[src/rtl/mmio_input_ctrl.sv]
// Memory-mapped debounced push-button/switch input block: LEVEL (RO) and sticky W1C EDGE registers.
// Define MMIO_INPUT_FALL_EDGE_EN to add a sticky W1C FALL register at BASE_ADDR+8.
module mmio_input_ctrl #(
    parameter int WIDTH           = 16,
    parameter int N_BUTTONS       = 3,
    parameter int DEBOUNCE_CYCLES = 4,
    parameter int BASE_ADDR       = 6024
) (
    input  logic                 clk,
    input  logic                 reset,
    input  logic [N_BUTTONS-1:0] buttons,
    input  logic [WIDTH-1:0]     addr,
    input  logic                 rd,
    input  logic                 we,
    input  logic [WIDTH-1:0]     wdata,
    output logic [WIDTH-1:0]     rdata,
    output logic                 hit,
    output logic                 irq
);

    localparam int                CW         = $clog2(DEBOUNCE_CYCLES + 1);
    localparam logic [CW-1:0]     CNT_LAST   = CW'(DEBOUNCE_CYCLES - 1);
    localparam logic [WIDTH-1:0]  ADDR_LEVEL = WIDTH'(BASE_ADDR);
    localparam logic [WIDTH-1:0]  ADDR_EDGE  = WIDTH'(BASE_ADDR + 4);

    logic [N_BUTTONS-1:0] r_sync1;
    logic [N_BUTTONS-1:0] r_sync2;
    logic [N_BUTTONS-1:0] r_level;
    logic [CW-1:0]        r_cnt [N_BUTTONS];
    logic [WIDTH-1:0]     r_edge;
    logic [WIDTH-1:0]     r_rdata;
    logic                 r_hit;
    logic                 r_irq;

    logic [N_BUTTONS-1:0] w_accept;
    logic                 w_sel_level;
    logic                 w_sel_edge;
    logic                 w_sel_fall;
    logic                 w_mapped;
    logic [WIDTH-1:0]     w_edge_clr;
    logic [WIDTH-1:0]     w_rd_val;
    logic                 w_irq_src;

    // A channel accepts its new level on the cycle its count would reach DEBOUNCE_CYCLES.
    always_comb begin
        w_accept = '0;
        for (int unsigned i = 0; i < N_BUTTONS; i++) begin
            w_accept[i] = (r_sync2[i] != r_level[i]) && (r_cnt[i] == CNT_LAST);
        end
    end

    always_ff @(posedge clk or posedge reset) begin
        if (reset) begin
            r_sync1 <= '0;
            r_sync2 <= '0;
            r_level <= '0;
            for (int unsigned i = 0; i < N_BUTTONS; i++) begin
                r_cnt[i] <= '0;
            end
        end else begin
            r_sync1 <= buttons;
            r_sync2 <= r_sync1;
            for (int unsigned i = 0; i < N_BUTTONS; i++) begin
                if (r_sync2[i] == r_level[i]) begin
                    r_cnt[i] <= '0;
                end else if (w_accept[i]) begin
                    r_level[i] <= r_sync2[i];
                    r_cnt[i]   <= '0;
                end else begin
                    r_cnt[i] <= r_cnt[i] + CW'(1);
                end
            end
        end
    end

    assign w_sel_level = (addr == ADDR_LEVEL);
    assign w_sel_edge  = (addr == ADDR_EDGE);
    assign w_mapped    = w_sel_level | w_sel_edge | w_sel_fall;
    assign w_edge_clr  = (we && w_sel_edge) ? wdata : '0;

    // Flag registers are WIDTH wide; bits at or above N_BUTTONS are never set and stay 0.
    always_ff @(posedge clk or posedge reset) begin
        if (reset) begin
            r_edge <= '0;
        end else begin
            r_edge <= (r_edge & ~w_edge_clr) | WIDTH'(w_accept & r_sync2);
        end
    end

`ifdef MMIO_INPUT_FALL_EDGE_EN
    localparam logic [WIDTH-1:0] ADDR_FALL = WIDTH'(BASE_ADDR + 8);

    logic [WIDTH-1:0] r_fall;
    logic [WIDTH-1:0] w_fall_clr;

    assign w_sel_fall = (addr == ADDR_FALL);
    assign w_fall_clr = (we && w_sel_fall) ? wdata : '0;
    assign w_irq_src  = |{r_edge, r_fall};

    always_ff @(posedge clk or posedge reset) begin
        if (reset) begin
            r_fall <= '0;
        end else begin
            r_fall <= (r_fall & ~w_fall_clr) | WIDTH'(w_accept & ~r_sync2);
        end
    end
`else
    assign w_sel_fall = 1'b0;
    assign w_irq_src  = |r_edge;
`endif

    always_comb begin
        w_rd_val = '0;
        if (w_sel_level) begin
            w_rd_val = WIDTH'(r_level);
        end else if (w_sel_edge) begin
            w_rd_val = r_edge;
        end
`ifdef MMIO_INPUT_FALL_EDGE_EN
        else if (w_sel_fall) begin
            w_rd_val = r_fall;
        end
`endif
    end

    always_ff @(posedge clk or posedge reset) begin
        if (reset) begin
            r_rdata <= '0;
            r_hit   <= 1'b0;
            r_irq   <= 1'b0;
        end else begin
            if (rd) begin
                r_rdata <= w_rd_val;
            end
            r_hit <= (rd | we) & w_mapped;
            r_irq <= w_irq_src;
        end
    end

    assign rdata = r_rdata;
    assign hit   = r_hit;
    assign irq   = r_irq;

endmodule
[config.mk]
export PLATFORM = sky130hd
export DESIGN_NAME = mmio_input_ctrl
export DESIGN_NICKNAME = d
export VERILOG_FILES = /design/src/rtl/mmio_input_ctrl.sv
export SDC_FILE = /design/constraint.sdc
export NUM_CORES = 1
export LEC_CHECK = 0
export CAP_MARGIN = 5
export CORE_UTILIZATION = 25
export CTS_CLUSTER_DIAMETER = 30
export DETAILED_ROUTE_END_ITERATION = 10
export GPL_TIMING_DRIVEN = 0
export PLACE_DENSITY = 0.55
export SKIP_CTS_REPAIR_TIMING = 1
export SYNTH_ARGS = -nofsm -noshare
export SYNTH_HDL_FRONTEND = slang
export SYNTH_SLANG_ARGS = --single-unit
[constraint.sdc]
create_clock -name clk -period 2 [get_ports clk]
set_input_delay 0.5 -clock clk [delete_from_list [all_inputs] [get_ports clk]]
set_output_delay 0.5 -clock clk [all_outputs]
set_load 0.02 [all_outputs]
After elaboration in Yosys (flattened, before gate mapping)
Cells that the tools add are included.
- bits in registers: 52
- input port bits: 39
- output and inout port bits: 18
- logic and storage cells: 53
- add/subtract/negate cells: 3
- eq/ne operators: 11
- multiplexer cells: 9
- bitwise gates (word level): 10
- reductions and logical operators: 8
- operators by type and width (kind ; count):
    2-to-1 mux 16 bit ; 3
    equality test 16 x 13 -> 1 bit (second input constant) ; 2
    2-to-1 mux 3 bit ; 6
    bitwise AND 16 bit ; 1
    inverter 16 bit ; 1
    OR 16 x 3 -> 16 bit ; 1
    OR reduction 16 bit ; 1
    adder 3 x 1 -> 3 bit (second input constant) ; 3
    equality test 3 x 2 -> 1 bit (second input constant) ; 3
    AND reduction 2 bit ; 3
    logical AND 1 bit ; 4
    bitwise AND 3 bit ; 1
    equality test 1 bit ; 3
    inequality test 1 bit ; 3
    inverter 1 bit ; 3
    OR 1 bit ; 2
    bitwise AND 1 bit ; 1

Depth between registers and ports, before layout
- depth after elaboration: 6
- depth in mapped cells: 4
- depth with buffers taken out: 4

Worst setup path after synthesis
OpenSTA, ideal clock, no wires.
- path type: input-to-reg
- start: in addr[11]
- end: reg r_edge[10]
- library setup time: 0.128 ns
- arrival time: 1.292 ns
- data required time: 1.872 ns
- setup slack: 0.580 ns
- stages: 4
- buffers on the path: 1
- cell sequence: nor4_4 -> and4_4 -> buf_6 -> a31oi_1
- longest elaborated chain between the ends: 6
- ends and longest elaborated chain (element ; line ; source):
    start: declaration ; 12 ; input logic [WIDTH-1:0] addr,
    equality test 16 x 13 -> 1 bit ; 77 ; assign w_sel_edge = (addr == ADDR_EDGE);
    logical AND 1 bit ; 79 ; assign w_edge_clr = (we && w_sel_edge) ? wdata : '0;
    2-to-1 mux 16 bit ; 79 ;
    inverter 16 bit ; 86 ; r_edge <= (r_edge & ~w_edge_clr) | WIDTH'(w_accept & r_sync2);
    bitwise AND 16 bit ; 86 ;
    OR 16 x 3 -> 16 bit ; 86 ;
    end signal: assignment ; 86 ;
    end: declaration ; 30 ; logic [WIDTH-1:0] r_edge;
No other way between the ends.
A chain may end at the register's enable or synchronous reset.

Worst setup path after layout
- start: reg r_rdata[1] (netlist: rdata[1])
- end: out rdata[1]
- RTL lines (element ; line ; source):
    start: declaration ; 31 ; logic [WIDTH-1:0] r_rdata;
    start signal: assignment ; 133 ; r_rdata <= w_rd_val;
    end: declaration ; 16 ; output logic [WIDTH-1:0] rdata,
No word-level cell between the ends.

==> results.py <==
metrics = {
    "grt": {
        "antenna_found_initial": 0,
        "gr-usage-met1": 0.1361,
        "grt_start_max_net_pins": 37,
        "gr-usage-met2": 0.1909,
        "grt_pass1_wl_microns": 7783,
        "grt_util_met3": 0.02817,
        "gr-max-usage-layer": "met2",
        "grt.total_usage": 0.1107,
        "grt_pass1_vias": 1622,
        "grt-ovfl-total": 0,
    },
    "synthesis": {
        "synth-edff-count": 0,
        "synthMuxAreaShare": 0.03034,
        "synthAdderAreaFrac": 0.01685,
        "synth_simple_gate_area_share": 0.1607,
        "synth_compound_area_frac": 0.1213,
        "synth.distinct_cells": 28,
        "syn_nets": 231,
        "ys_seq_area_frac": 0.5843,
        "syn_area_per_cell_sq_um": 11.78,
        "synth_cells": 189,
        "ys_warn_count": 0,
        "yosys_most_used_dff": "dfrtp_1",
        "synth.most_common_cell": "dfrtp_1",
        "synth_seq_cells": 52,
        "syn-cell-area_sq_um": 2227,
        "synth_top_area_frac": 0.5843,
        "synth_area_leader_cell": "dfrtp_1",
        "async_flop_share": 1.000,
        "synth-xor-area-share": 0.01180,
        "synthTopCellsByArea": "dfrtp_1, o22ai_2, inv_1",
        "synth_commonest_cells": "dfrtp_1, inv_1, nand2_1",
        "synth_top_family_by_area": "simple AND/OR/NAND/NOR gates",
    },
    "floorplanning": {
        "rows": 34,
        "die_h_microns": 96.39,
        "core_sq_um": 8678,
        "initial_core_util": 0.2566,
        "die_w_microns": 96.39,
        "io_pins": 57,
        "die-area_sq_um": 9290,
    },
    "status": {
        "status": "finished clean",
    },
    "clocking": {
        "clk_latency_ns": 0.30,
        "cts_root_buffer": "clkbuf_8",
        "cts_sinks": 52,
        "tritoncts": "built",
        "clk_path_buf_depth": 2,
        "clkTransAtPathRegs_ns": 0.09,
        "numCtsBuffers": 5,
        "htreeDepth": 2,
    },
    "sta": {
        "slew_headroom": 0.5706,
        "setup_violations": 0,
        "fin_skew_ns": 0.005469,
        "worst_slew_pin_slew_ns": 0.6442,
        "min_period_ns": 1.789,
        "rsz0062_at_grt": "false",
        "hold_viol": 0,
        "whs_ns": 0.3568,
        "max_freq_mhz": 558.8,
        "fin_crit_sh": 0.8947,
        "finalWorstSetupSlack_ns": 0.2105,
        "report.final.slew_viol_count": 0,
        "final.setup.tns_ns": 0,
    },
    "finish": {
        "diodes": 0,
        "drive_gt1_frac": 0.1378,
        "final_nets": 295,
        "layoutNonFillerInstCount": 362,
        "area_delta_synth_final_pct": 39.27,
    },
    "route": {
        "drt-total-wl_microns": 4597,
        "avgRoutedWirePerCell_microns": 12.70,
        "first_iter_violations": 73,
        "ant_nets": 0,
        "vias_per_cell": 4.348,
        "vias": 1574,
        "drt_pass1_iterations": 4,
        "drc_errors": 0,
    },
    "setup_path": {
        "cpPeakStageDelay_ns": 0.63,
        "crit_family": "buffers and inverters",
        "crit_buf_inv": 1,
        "path_class": "flop to output port",
        "endpoint_kind": "output port",
        "start_kind": "flop",
        "cp_cell_sequence": "clkdlybuf4s50_1",
        "cp_data_arrival_time_ns": 1.29,
        "slowest_stage": "clkdlybuf4s50_1",
        "path_max_fanout": 2,
        "cp_data_required_time_ns": 1.50,
    },
    "placement": {
        "io_buffer_count": 56,
        "dp.cells": 354,
        "pre_cts_slack_ns": -0.08627,
        "dp_hpwl_microns": 3469,
        "gp_congestion": 0.7079,
    },
    "power_and_ir_drop": {
        "ir_drop_mv": 0.3258,
        "powerDensity_nw_per_um2": 814.1,
        "p_leak_uw": 0.001324,
        "p_total_uw": 2525,
    },
    "run": {
        "maxCapViolCount": 0,
    },
    "min_path": {
        "hp-class": "flop to flop",
    },
}
[kinds of logic after synthesis]
kind of cell    Yosys count
compound gates           32
xor+xnor                  3
fa+ha+maj                 3
buf+inv                  40
flops                    52
mux                       6
simple gates             53
[state kept, by name, summed over array words and instances, names as in the netlist]
name	flops
r_cnt	9
r_level	3
r_edge	16
r_sync2	3
r_sync1	3
rdata	16
irq	1
hit	1
[report_power, final]
group	internal [uW]	switching (uW)
combinational	212	145
clock	625	348
sequential	1140	58.6
[area by class of cell]
cell class / count / area (sq um)
Buffer: 7 / 42.54
Clock buffer: 5 / 68.82
Clock inverter: 3 / 90.09
Fill cell: 884 / 5577
Inverter: 33 / 123.9
Multi-Input combinational cell: 97 / 759.5
Sequential cell: 52 / 1301
Tap cell: 108 / 135.1
Timing Repair Buffer: 57 / 580.6
[metrics by stage]
stage               utilization  area, sq um
finish                   0.3574         3102
global route             0.3574         3102
CTS                      0.3574         3102
detailed placement       0.3391         2943
global placement         0.3368         2923
floorplan                     -         2227
[cell usage in the layout, fill, tap and decap left out]
cell type,synthesis,final
a31oi_1,13,13
nand4_1,2,2
nand2_1,16,16
nor3b_1,4,4
nor2b_1,5,5
inv_1,33,32
buf_6,2,2
bufinv_16,0,3
dfrtp_1,52,52
nor4_1,4,4
o22ai_2,10,10
clkbuf_1,4,4
nor2_1,2,2
and2_1,2,2
mux2_2,6,6
and3b_1,1,1
ha_1,3,3
xnor2_1,3,3
nand4bb_1,3,3
a2bb2oi_1,3,3
nor4bb_1,1,1
inv_2,0,1
nor4_4,1,1
nand4_4,1,1
buf_12,0,1
o22ai_1,6,6
nor3_1,4,4
and4_4,1,1
nand3_1,3,3
buf_2,1,1
and4bb_2,3,3
clkdlybuf4s50_1,0,56
clkbuf_8,0,5
[final timing paths]
path | start | end | slack, ns | cells after the start
setup / recovery | rdata[1] | rdata[1] | 0.21 | 1
hold reg to reg | r_sync1[0] | r_sync2[0] | 0.36 | 0
hold / removal | r_sync1[0] | r_sync2[0] | 0.36 | 0
max in group asynchronous | reset | r_level[2] | 0.98 | 3
min in group asynchronous | reset | r_edge[9] | 0.50 | 2
setup reg to reg | r_cnt[0] | r_level[2] | 0.72 | 3
[routing by layer]
metal	share of wire	vias to the layer above	wire length (microns)
met5	0	-	0
met4	0.011	0	50
met3	0.032	6	148
met2	0.50	25	2294
met1	0.46	762	2103
li1	-	781	-
No activity file was read; power rests on OpenSTA's default activity.
